$ cat config.mk
export PLATFORM = sky130hd
export DESIGN_NAME = rect_fill
export DESIGN_NICKNAME = d
export VERILOG_FILES = /design/src/rtl/gfx_pkg.sv /design/src/rtl/rect_fill.sv
export SDC_FILE = /design/constraint.sdc
export NUM_CORES = 1
export LEC_CHECK = 0
export ABC_AREA = 1
export ABC_CLOCK_PERIOD_IN_PS = 2320
export BUFFER_PORTS_ARGS = -buffer_cell sky130_fd_sc_hd__buf_2
export CAP_MARGIN = 40
export CORE_UTILIZATION = 45
export DETAILED_ROUTE_END_ITERATION = 7
export GPL_TIMING_DRIVEN = 0
export HOLD_SLACK_MARGIN = 0.08
export PLACE_DENSITY_LB_ADDON = 0.1
export SLEW_MARGIN = 20
export SYNTH_ARGS = -nofsm -noshare
export SYNTH_HDL_FRONTEND = slang
export SYNTH_SLANG_ARGS = --single-unit
$ cat constraint.sdc
create_clock -name wr_clk -period 2.32 [get_ports wr_clk]
set_input_delay 0.464 -clock wr_clk [delete_from_list [all_inputs] [get_ports wr_clk]]
set_output_delay 0.464 -clock wr_clk [all_outputs]
set_load 0.01 [all_outputs]
$ cat src/rtl/gfx_pkg.sv
// Shared framebuffer geometry, colour format and drawing-command types
// for the 320x240 RGB565 graphics path.
package gfx_pkg;

    localparam int DISPLAY_WIDTH  = 320;
    localparam int DISPLAY_HEIGHT = 240;
    localparam int COLOR_WIDTH    = 16;
    localparam int X_W            = $clog2(DISPLAY_WIDTH);
    localparam int Y_W            = $clog2(DISPLAY_HEIGHT);

    // Limits widened by one bit so off-screen inputs compare correctly.
    localparam logic [X_W:0]   X_LIMIT = (X_W+1)'(DISPLAY_WIDTH);
    localparam logic [Y_W:0]   Y_LIMIT = (Y_W+1)'(DISPLAY_HEIGHT);
    localparam logic [X_W-1:0] X_MAX   = X_W'(DISPLAY_WIDTH - 1);
    localparam logic [Y_W-1:0] Y_MAX   = Y_W'(DISPLAY_HEIGHT - 1);

    typedef enum logic [1:0] {
        IDLE = 2'd0,
        CLIP = 2'd1,
        FILL = 2'd2,
        DONE = 2'd3
    } rect_fill_state_t;

    typedef struct packed {
        logic [X_W-1:0]         x0;
        logic [Y_W-1:0]         y0;
        logic [X_W-1:0]         x1;
        logic [Y_W-1:0]         y1;
        logic [COLOR_WIDTH-1:0] color;
    } rect_cmd_t;

endpackage

$ cat src/rtl/rect_fill.sv
// Filled-rectangle engine: normalises and clips one command, then streams
// one framebuffer pixel write per granted cycle in raster order.
module rect_fill
    import gfx_pkg::*;
(
    input  logic                   wr_clk,
    input  logic                   rst,
    input  logic                   cmd_valid,
    output logic                   cmd_ready,
    input  logic [X_W-1:0]         x0,
    input  logic [Y_W-1:0]         y0,
    input  logic [X_W-1:0]         x1,
    input  logic [Y_W-1:0]         y1,
    input  logic [COLOR_WIDTH-1:0] color,
    input  logic                   wr_grant,
    output logic                   wr_en,
    output logic [X_W-1:0]         x_out,
    output logic [Y_W-1:0]         y_out,
    output logic [COLOR_WIDTH-1:0] wr_out,
    output logic                   busy,
    output logic                   done
);

    rect_cmd_t              cmd_s;
    rect_fill_state_t       state_q, state_d;
    logic [X_W-1:0]         xl_q, xl_d, xr_q, xr_d, cx_q, cx_d;
    logic [Y_W-1:0]         yt_q, yt_d, yb_q, yb_d, cy_q, cy_d;
    logic [COLOR_WIDTH-1:0] color_q, color_d;
    logic                   cmd_ready_q, busy_q, done_q;

    assign cmd_s = '{x0: x0, y0: y0, x1: x1, y1: y1, color: color};

    // Next-state and datapath: normalise on accept, clip once, then walk the rectangle.
    always_comb begin
        state_d = state_q;
        xl_d    = xl_q;
        xr_d    = xr_q;
        yt_d    = yt_q;
        yb_d    = yb_q;
        cx_d    = cx_q;
        cy_d    = cy_q;
        color_d = color_q;
        case (state_q)
            IDLE: begin
                if (cmd_valid) begin
                    xl_d    = (cmd_s.x0 < cmd_s.x1) ? cmd_s.x0 : cmd_s.x1;
                    xr_d    = (cmd_s.x0 < cmd_s.x1) ? cmd_s.x1 : cmd_s.x0;
                    yt_d    = (cmd_s.y0 < cmd_s.y1) ? cmd_s.y0 : cmd_s.y1;
                    yb_d    = (cmd_s.y0 < cmd_s.y1) ? cmd_s.y1 : cmd_s.y0;
                    color_d = cmd_s.color;
                    state_d = CLIP;
                end else begin
                    state_d = IDLE;
                end
            end
            CLIP: begin
                if (({1'b0, xl_q} >= X_LIMIT) || ({1'b0, yt_q} >= Y_LIMIT)) begin
                    state_d = DONE;
                end else begin
                    xr_d    = ({1'b0, xr_q} >= X_LIMIT) ? X_MAX : xr_q;
                    yb_d    = ({1'b0, yb_q} >= Y_LIMIT) ? Y_MAX : yb_q;
                    cx_d    = xl_q;
                    cy_d    = yt_q;
                    state_d = FILL;
                end
            end
            FILL: begin
                // Counters move only on an accepted write, so a stall never skips a pixel.
                if (wr_grant) begin
                    if (cx_q == xr_q) begin
                        if (cy_q == yb_q) begin
                            state_d = DONE;
                        end else begin
                            cx_d = xl_q;
                            cy_d = cy_q + Y_W'(1);
                        end
                    end else begin
                        cx_d = cx_q + X_W'(1);
                    end
                end else begin
                    state_d = FILL;
                end
            end
            DONE: begin
                state_d = IDLE;
            end
            default: begin
                state_d = IDLE;
            end
        endcase
    end

    // State, command, counter and status registers.
    always_ff @(posedge wr_clk) begin
        if (rst) begin
            state_q     <= IDLE;
            xl_q        <= '0;
            xr_q        <= '0;
            yt_q        <= '0;
            yb_q        <= '0;
            cx_q        <= '0;
            cy_q        <= '0;
            color_q     <= '0;
            cmd_ready_q <= 1'b1;
            busy_q      <= 1'b0;
            done_q      <= 1'b0;
        end else begin
            state_q     <= state_d;
            xl_q        <= xl_d;
            xr_q        <= xr_d;
            yt_q        <= yt_d;
            yb_q        <= yb_d;
            cx_q        <= cx_d;
            cy_q        <= cy_d;
            color_q     <= color_d;
            cmd_ready_q <= (state_d == IDLE);
            busy_q      <= (state_d != IDLE);
            done_q      <= (state_d == DONE);
        end
    end

    // The write strobe follows the arbiter grant directly while filling.
    assign wr_en     = (state_q == FILL) && wr_grant;
    assign x_out     = cx_q;
    assign y_out     = cy_q;
    assign wr_out    = color_q;
    assign cmd_ready = cmd_ready_q;
    assign busy      = busy_q;
    assign done      = done_q;

endmodule

* Word-level counts from Yosys, hierarchy flattened
Cells that the tools add are included.
** Storage, ports and cells
- Output and inout bits :: 37
- Word-level logic and storage cells :: 73
- Bits of input ports :: 54
- Flip-flop bits (word level) :: 72
** Operators by class
- Order comparisons :: 6
- Reductions and logical operators :: 12
- Add/sub/neg operators :: 2
- Equal/unequal tests :: 14
- Multiplexer cells :: 28
** Operators by type and width (number)
- two-way mux 9 bit :: 9
- two-way mux 8 bit :: 9
- case mux 9 bit (2 select lines) :: 2
- case mux 8 bit (2 select lines) :: 2
- >= comparator 9 bit, second input constant :: 2
- >= comparator 8 bit, second input constant :: 2
- inequality test 2 bit, second input constant :: 7
- AND reduction 4 bit :: 3
- adder 9 x 1 -> 9 bit, second input constant :: 1
- equality test 9 bit :: 1
- < comparator 9 bit :: 1
- adder 8 x 1 -> 8 bit, second input constant :: 1
- equality test 8 bit :: 1
- < comparator 8 bit :: 1
- case mux 2 bit (4 select lines) :: 1
- equality test 2 bit, second input constant :: 3
- two-way mux 2 bit :: 3
- nonzero test 2 bit :: 3
- AND reduction 5 bit :: 1
- zero test 2 bit :: 2
- inequality test 3 bit, second input constant :: 1
- equality test 2 x 1 -> 1 bit, second input constant :: 1
- two-way mux 1 bit :: 2
- AND reduction 2 bit :: 1
- other kinds (2) :: 2

* Logic depth before layout (Yosys ltp)
Gate-level depths: netlist of run 1.
- Depth in word-level cells :: 6
- Mapped depth :: 14
- Depth with buffers taken out :: 13

* Worst setup path before layout of run 1
Ideal clock, no wire load.
- Kind :: input port to flip-flop
- Start :: input y1[5]
- End :: register yt_q[4]
- Path buffers :: 1
- Cell stages on the path :: 11
- Arrival time :: 1818 ps
- Library setup time :: 115 ps
- Setup slack :: 387 ps
- Cell sequence :: inv_1 > ha_1 > a21oi_1 > nor2_1 > a211oi_1 > nand2_1 > clkbuf_1 > nand2_1 > nand2_1 > o21ai_0 > inv_1
** On the way
- Cells in the longest elaborated chain, start to end :: 2
** RTL lines
- start, declared :: line rect_fill.sv:13 : input logic [Y_W-1:0] y1,
- < comparator 8 bit :: line rect_fill.sv:48 : yt_d = (cmd_s.y0 < cmd_s.y1) ? cmd_s.y0 : cmd_s.y1;
- two-way mux 8 bit :: line rect_fill.sv:48
- end signal, assigned :: line rect_fill.sv:111 : yt_q <= yt_d;
- end, declared :: line rect_fill.sv:27 : logic [Y_W-1:0] yt_q, yt_d, yb_q, yb_d, cy_q, cy_d;
Every way passes these cells.
A chain may end at the register's enable or synchronous reset.

* Final worst setup path of run 1
- Start :: register state_q[0]
- End :: register xl_q[1]
** On the way
- Cells in the longest elaborated chain, start to end :: 2
** RTL lines
- start, declared :: line rect_fill.sv:25 : rect_fill_state_t state_q, state_d;
- start signal, assigned :: line rect_fill.sv:108 : state_q <= state_d;
- zero test 2 bit :: line rect_fill.sv:43 : case (state_q)
- AND reduction 2 bit (no line)
- end signal, assigned :: line rect_fill.sv:109 : xl_q <= xl_d;
- end, declared :: line rect_fill.sv:26 : logic [X_W-1:0] xl_q, xl_d, xr_q, xr_d, cx_q, cx_d;
Every way passes these cells.

==> impl_metrics.yaml, run 1 <==
run_status:
  outcome: "complete, no violations"
min_path:
  hold_depth: 3
  worstHoldPathType: "primary input to flop"
  min-delay-start: "color[7]"
  whs_endpoint: "wr_out[7]"
setup_path:
  r2r_cells: 8
  rrSetupSlack_ns: 0.26
  cpPeakStageDelay_ns: 0.43
  cp-end-kind: "flop"
  regToRegStartpoint: "state_q[0]"
  path_cells: "inv_1 > ha_1 > nand2_1 > clkbuf_1 > clkbuf_1 > a21oi_1 > nand2_1 > inv_1"
  crit_arrival_ns: 2.31
  cp_slowest_cell: "clkbuf_1"
  cp.required_ns: 2.58
  worstReg2RegEnd: "xl_q[1]"
  criticalPathCategory: "flop to flop"
  cp_max_fo: 10
  startpoint_type: "flop"
power:
  p_total_mw: 5.16
  p_sw_mw: 2.21
  switching_share_pct: 42.9
  combPwrFrac_pct: 44.4
  seqPwrFrac_pct: 35.5
  peakVddDrop_uv: 354
  power_frac_clock_pct: 20.1
  leakagePower_nw: 2.70
  power_density_nw_per_um2: 996
  p_int_mw: 2.95
sta:
  rsz0062_at_grt: "false"
  post-route-period-util_pct: 88.7
  setup_violations: 0
  max_slew_margin_pct: 54.9
  max_freq_mhz: 486
  final_hold_viol_count: 0
  tightest_slew_ns: 0.671
  layout_min_cycle_time_ns: 2.06
  drv_slew: 0
  fin_ws_ns: 0.263
  finClkSkew_ns: 0.00568
synthesis:
  yosys.area.top_type: "dfxtp_1"
  syn_avg_cell_area_um2: 6.27
  synth-async-reset-ratio_pct: 0
  ys_top_cells_by_count: "nand2_1 (182), inv_1 (108), nor2_1 (99)"
  synth_top_area_share_pct: 33.0
  ys_seq_area_share_pct: 33.0
  ys.flop_type: "dfxtp_1"
  syn_area_um2: 4370
  ys_ff_latch: 72
  synth-edff-count: 0
  synth.distinct_cells: 30
  synthCells: 697
  ys_warn_count: 0
  synth.most_common_cell: "nand2_1"
  synth_fp_nets: 771
  synthTopCellsByArea: "dfxtp_1 (33%), nand2_1 (16%), inv_1 (9.3%)"
placement:
  dp_hpwl_um: 9050
  routabilityCongestion: 0.863
  portBuffers: 89
  dp_slack_ns: -0.0331
routing:
  drt_pre_antenna_iters: 4
  totalWireLength_um: 11500
  drc: 0
  ant_nets: 0
  first_iter_violations: 127
  wire_per_inst_um: 12.4
  vias: 4521
  via_per_inst: 4.86
die:
  row_count: 35
  core_um2: 9330
  initial_core_util_pct: 46.8
  pin_count: 91
  die_x_um: 101
  die-area_um2: 10100
  die_h_um: 101
job:
  drv_cap: 0
clocking:
  cts_resized: 0
  cts_hold_buf: 0
  clockRootBuffer: "clkbuf_8"
  numCtsBuffers: 9
  clock-sinks: 72
  post_cts_buffers: 0
  clk_pin_slew_ns: 0.08
  tritoncts: "done"
  clock_latency_ns: 0.36
  clock_tree.buffer_depth: 2
  h-tree-depth: 3
cells_and_area:
  diodes: 0
  area_growth_pct: 18.6
  drive_gt1_share_pct: 16.0
  fillers: 980
  fin_nets: 871
global_route:
  track_usage_pct: 24.3
  grt_overflow: 0
  antenna_found_initial: 0
  grt_max_degree: 13
  grt_pass1_vias: 4258
  grt_pass1_wl_um: 19300
[kinds of logic after synthesis]
family          synth area share [%]
compound gates                  14.6
xor+xnor                        1.40
fa+ha+maj                       5.73
buf+inv                         12.3
flops                           33.0
simple gates                    33.0
[final cells by class]
class	instances	area [µm²]	share of cell area, %
buffer	22	98.8	1.91
inverter	116	438	8.45
timing repair buffer	89	445	8.60
tap	129	161	3.12
clock inverter	5	55.1	1.06
clock buffer	11	151	2.92
multi-input combinational	487	2390	46.1
sequential	72	1440	27.8
[flip-flops by register name, indices dropped and copies added (netlist names), 2 cells and up]
name / cells
state_q: 2
wr_out: 16
x_out: 9
xl_q: 9
xr_q: 9
y_out: 8
yb_q: 8
yt_q: 8
[critical path: cells and delay by family (launching register included)]
family,cells,cell delay (ns)
adders and majority gates,1,0.24
DFF,1,0.34
AOI/OAI and AO/OA,1,0.13
and+or+nand+nor,2,0.28
buffers and inverters,4,0.96
[per-layer routing]
layer | global-route usage [%] | part of all wire (%)
met1 | 27.8 | 43
met2 | 44.7 | 49
met3 | 3.81 | 5.0
met4 | 10.3 | 2.6
met5 | 0 | 0
[through the flow]
stage | hold WS [ns] | setup TNS [ns] | std cells | instance area [µm²] | utilization (%)
final | 0.358 | 0 | 931 | 5180 | 55.5
after global routing | 0.353 | 0 | 931 | 5180 | 55.5
after CTS | 0.350 | 0 | 931 | 5180 | 55.5
after detailed placement | 0.469 | -0.104 | 915 | 4970 | 53.3
after global placement | 0.459 | 0 | 915 | 4970 | 53.3
after floorplan | 0.458 | 0 | 697 | 4370 | -
[layout by cell type, fill, tap and decap left out, drive strengths merged]
cell type,netlist,layout
a21o,5,5
ha,20,20
a211oi,1,1
o31ai,2,2
o211ai,2,2
a21oi,48,48
buf,4,93
nand2,184,184
nor2,106,106
nand4,5,5
clkinv,2,4
inv,114,114
nand3,39,39
clkinvlp,0,2
clkbuf,18,29
nand3b,1,1
bufinv,0,1
o22ai,1,1
xnor2,7,7
dfxtp,72,72
o21ai,63,63
nor3,3,3
[power by group through the flow]
stage          registers (mW)  logic [mW]  clock network [mW]
3_5_place_dp             1.86        2.29                   0
2_1_floorplan            1.87        1.60                   0
5_1_grt                  1.87        2.63                1.10
3_3_place_gp             1.85        2.26                   0
6_report                 1.83        2.29                1.04
4_1_cts                  1.83        2.30                1.06
[how the worst max path moves through the flow]
| stage | slack [ns] | depth (start not counted) | endpoint | startpoint |
|---|---|---|---|---|
| 2_1_floorplan | 0.39 | 11 | yt_q[4] | y1[5] |
| 4_1_cts | 0.27 | 8 | xl_q[1] | state_q[0] |
| 3_3_place_gp | 0.002 | 11 | yt_q[4] | y0[5] |
| 5_1_grt | 0.08 | 11 | xr_q[0] | x1[8] |
| 3_5_place_dp | -0.03 | 12 | yt_q[4] | y1[5] |
| 6_report | 0.26 | 8 | xl_q[1] | state_q[0] |
Note: power is estimated with default switching activity, not from simulation.
==> inputs of run 2 (changes only) <==
CORE_MARGIN = 5   (was not set)
CORE_UTILIZATION = 36   (was 45)
==> run 2 against run 1 <==
- clock power rose by 40%
- wire length rose by 10%
- combinational power barely moved
- hold slack improved by 0.026 ns
- clock skew barely moved
- design area rose by 2.6%
- sequential share of layout area fell by 0.71 points
- via count fell by 0.60%
- critical path type unchanged
- critical endpoint is now xl_q[8]
- highest routed layer unchanged
==> impl_metrics.yaml, run 2 (synthesis gave the netlist of run 1 again) <==
power:
  p_total_mw: 5.62
  peakVddDrop_uv: 396
  switching_share_pct: 40.4
  power_frac_clock_pct: 26.0
  combPwrFrac_pct: 41.4
  p_int_mw: 3.35
  leakagePower_nw: 2.75
  p_sw_mw: 2.27
  seqPwrFrac_pct: 32.7
  power_density_nw_per_um2: 1060
die:
  die_x_um: 120
  initial_core_util_pct: 36.5
  pin_count: 91
  die_h_um: 120
  core_um2: 12000
  row_count: 40
  die-area_um2: 14400
clocking:
  tritoncts: "done"
  clock_latency_ns: 0.34
  clk_pin_slew_ns: 0.05
  clockRootBuffer: "clkbuf_16"
  post_cts_buffers: 0
  h-tree-depth: 3
  cts_hold_buf: 0
  numCtsBuffers: 9
  cts_resized: 0
  clock-sinks: 72
  clock_tree.buffer_depth: 2
sta:
  tightest_slew_ns: 0.740
  max_freq_mhz: 493
  rsz0062_at_grt: "false"
  finClkSkew_ns: 0.00587
  holdWs_ns: 0.383
  setup_violations: 0
  post-route-period-util_pct: 87.5
  max_slew_margin_pct: 50.3
  drv_slew: 0
  final_hold_viol_count: 0
  layout_min_cycle_time_ns: 2.03
cells_and_area:
  diodes: 0
  area_growth_pct: 21.7
  fillers: 1269
  drive_gt1_share_pct: 15.8
  postLayoutCoreUtil_pct: 44.4
  mostFrequentLayoutCells: "nand2_1 (182), inv_1 (108), nor2_1 (99)"
  largest_register_ff_count: 16
  fin_nets: 871
  final_cells: 949
  final_common_cell: "nand2_1"
  final_area_um2: 5320
global_route:
  grt_max_degree: 12
  track_usage_pct: 17.9
  grt_pass1_vias: 4304
  use_met1_pct: 20.2
  top_usage_layer: "met2"
  grt_overflow: 0
  grt_pass1_wl_um: 20500
  grtUsageMet2_pct: 33.0
  antenna_found_initial: 0
  grt_util_met3_pct: 2.83
placement:
  dp_hpwl_um: 9940
  placed_area_um2: 5000
  routabilityCongestion: 0.839
  portBuffers: 89
  dp_cells: 933
setup_path:
  cp_max_fo: 10
  rrSetupSlack_ns: 0.29
  regToRegStartpoint: "state_q[0]"
  crit_arrival_ns: 2.26
  criticalPathCategory: "flop to flop"
  worstReg2RegEnd: "xl_q[8]"
  r2r_cells: 8
  cp-end-kind: "flop"
  startpoint_type: "flop"
  cp.required_ns: 2.55
routing:
  vias: 4494
  drt_pre_antenna_iters: 5
  via_per_inst: 4.74
  wire_per_inst_um: 13.4
  first_iter_violations: 230
  totalWireLength_um: 12700
  ant_nets: 0
  drc: 0
min_path:
  hold_depth: 3
  worstHoldPathType: "primary input to flop"
  whs_endpoint: "wr_out[7]"
  min-delay-start: "color[7]"
job:
  drv_cap: 0
run_status:
  outcome: "complete, no violations"
run 2: cell count changes in the layout (fill, tap and decap cells not counted), sizes merged:
cell	delta
clkbuf	+3
clkinvlp	-2
clkinv	-1
run 2: worst max-delay path by stage:
stage                   end  slack [ns]  startpoint
floorplan           yt_q[4]        0.39       y1[5]
global placement    yt_q[4]        0.01       y0[5]
detailed placement  xr_q[3]       -0.06       x1[4]
CTS                 xl_q[1]        0.22  state_q[0]
global route        yt_q[4]        0.05       y1[5]
finish              xl_q[8]        0.29  state_q[0]
run 2: metrics by stage:
stage / worst slack (ns) / TNS [ns]
floorplan: 0.387 / 0
global placement: 0.0149 / 0
detailed placement: -0.0607 / -0.0966
CTS: 0.225 / 0
global route: 0.0538 / 0
finish: 0.290 / 0
run 2: area by class of cell:
| class | count | area, µm² | area share, % |
|---|---|---|---|
| Multi-Input combinational cell | 487 | 2390 | 45.0 |
| Tap cell | 147 | 184 | 3.46 |
| Clock buffer | 14 | 284 | 5.34 |
| Inverter | 116 | 438 | 8.24 |
| Timing Repair Buffer | 89 | 445 | 8.38 |
| Sequential cell | 72 | 1440 | 27.1 |
| Buffer | 22 | 98.8 | 1.86 |
| Clock inverter | 2 | 35.0 | 0.659 |
run 2: per-layer routing:
layer | vias up | wire, µm
met1 | 2001 | 5350
li1 | 2373 | -
met3 | 17 | 594
met5 | - | 0
met4 | 0 | 253
met2 | 103 | 6540
run 2: critical path, stage by stage (launching register included):
cell	delay [ns]
dfxtp_1	0.31
inv_1	0.09
ha_1	0.21
nand2_1	0.16
clkinv_1	0.28
clkbuf_1	0.58
nand3_1	0.16
nand2_1	0.09
inv_1	0.04
run 2: power groups by stage:
stage               registers (mW)  clock network (mW)  logic, mW
finish                        1.83                1.46       2.32
global route                  1.88                1.55       2.63
CTS                           1.83                1.49       2.35
detailed placement            1.86                   0       2.34
global placement              1.85                   0       2.31
floorplan                     1.87                   0       1.60
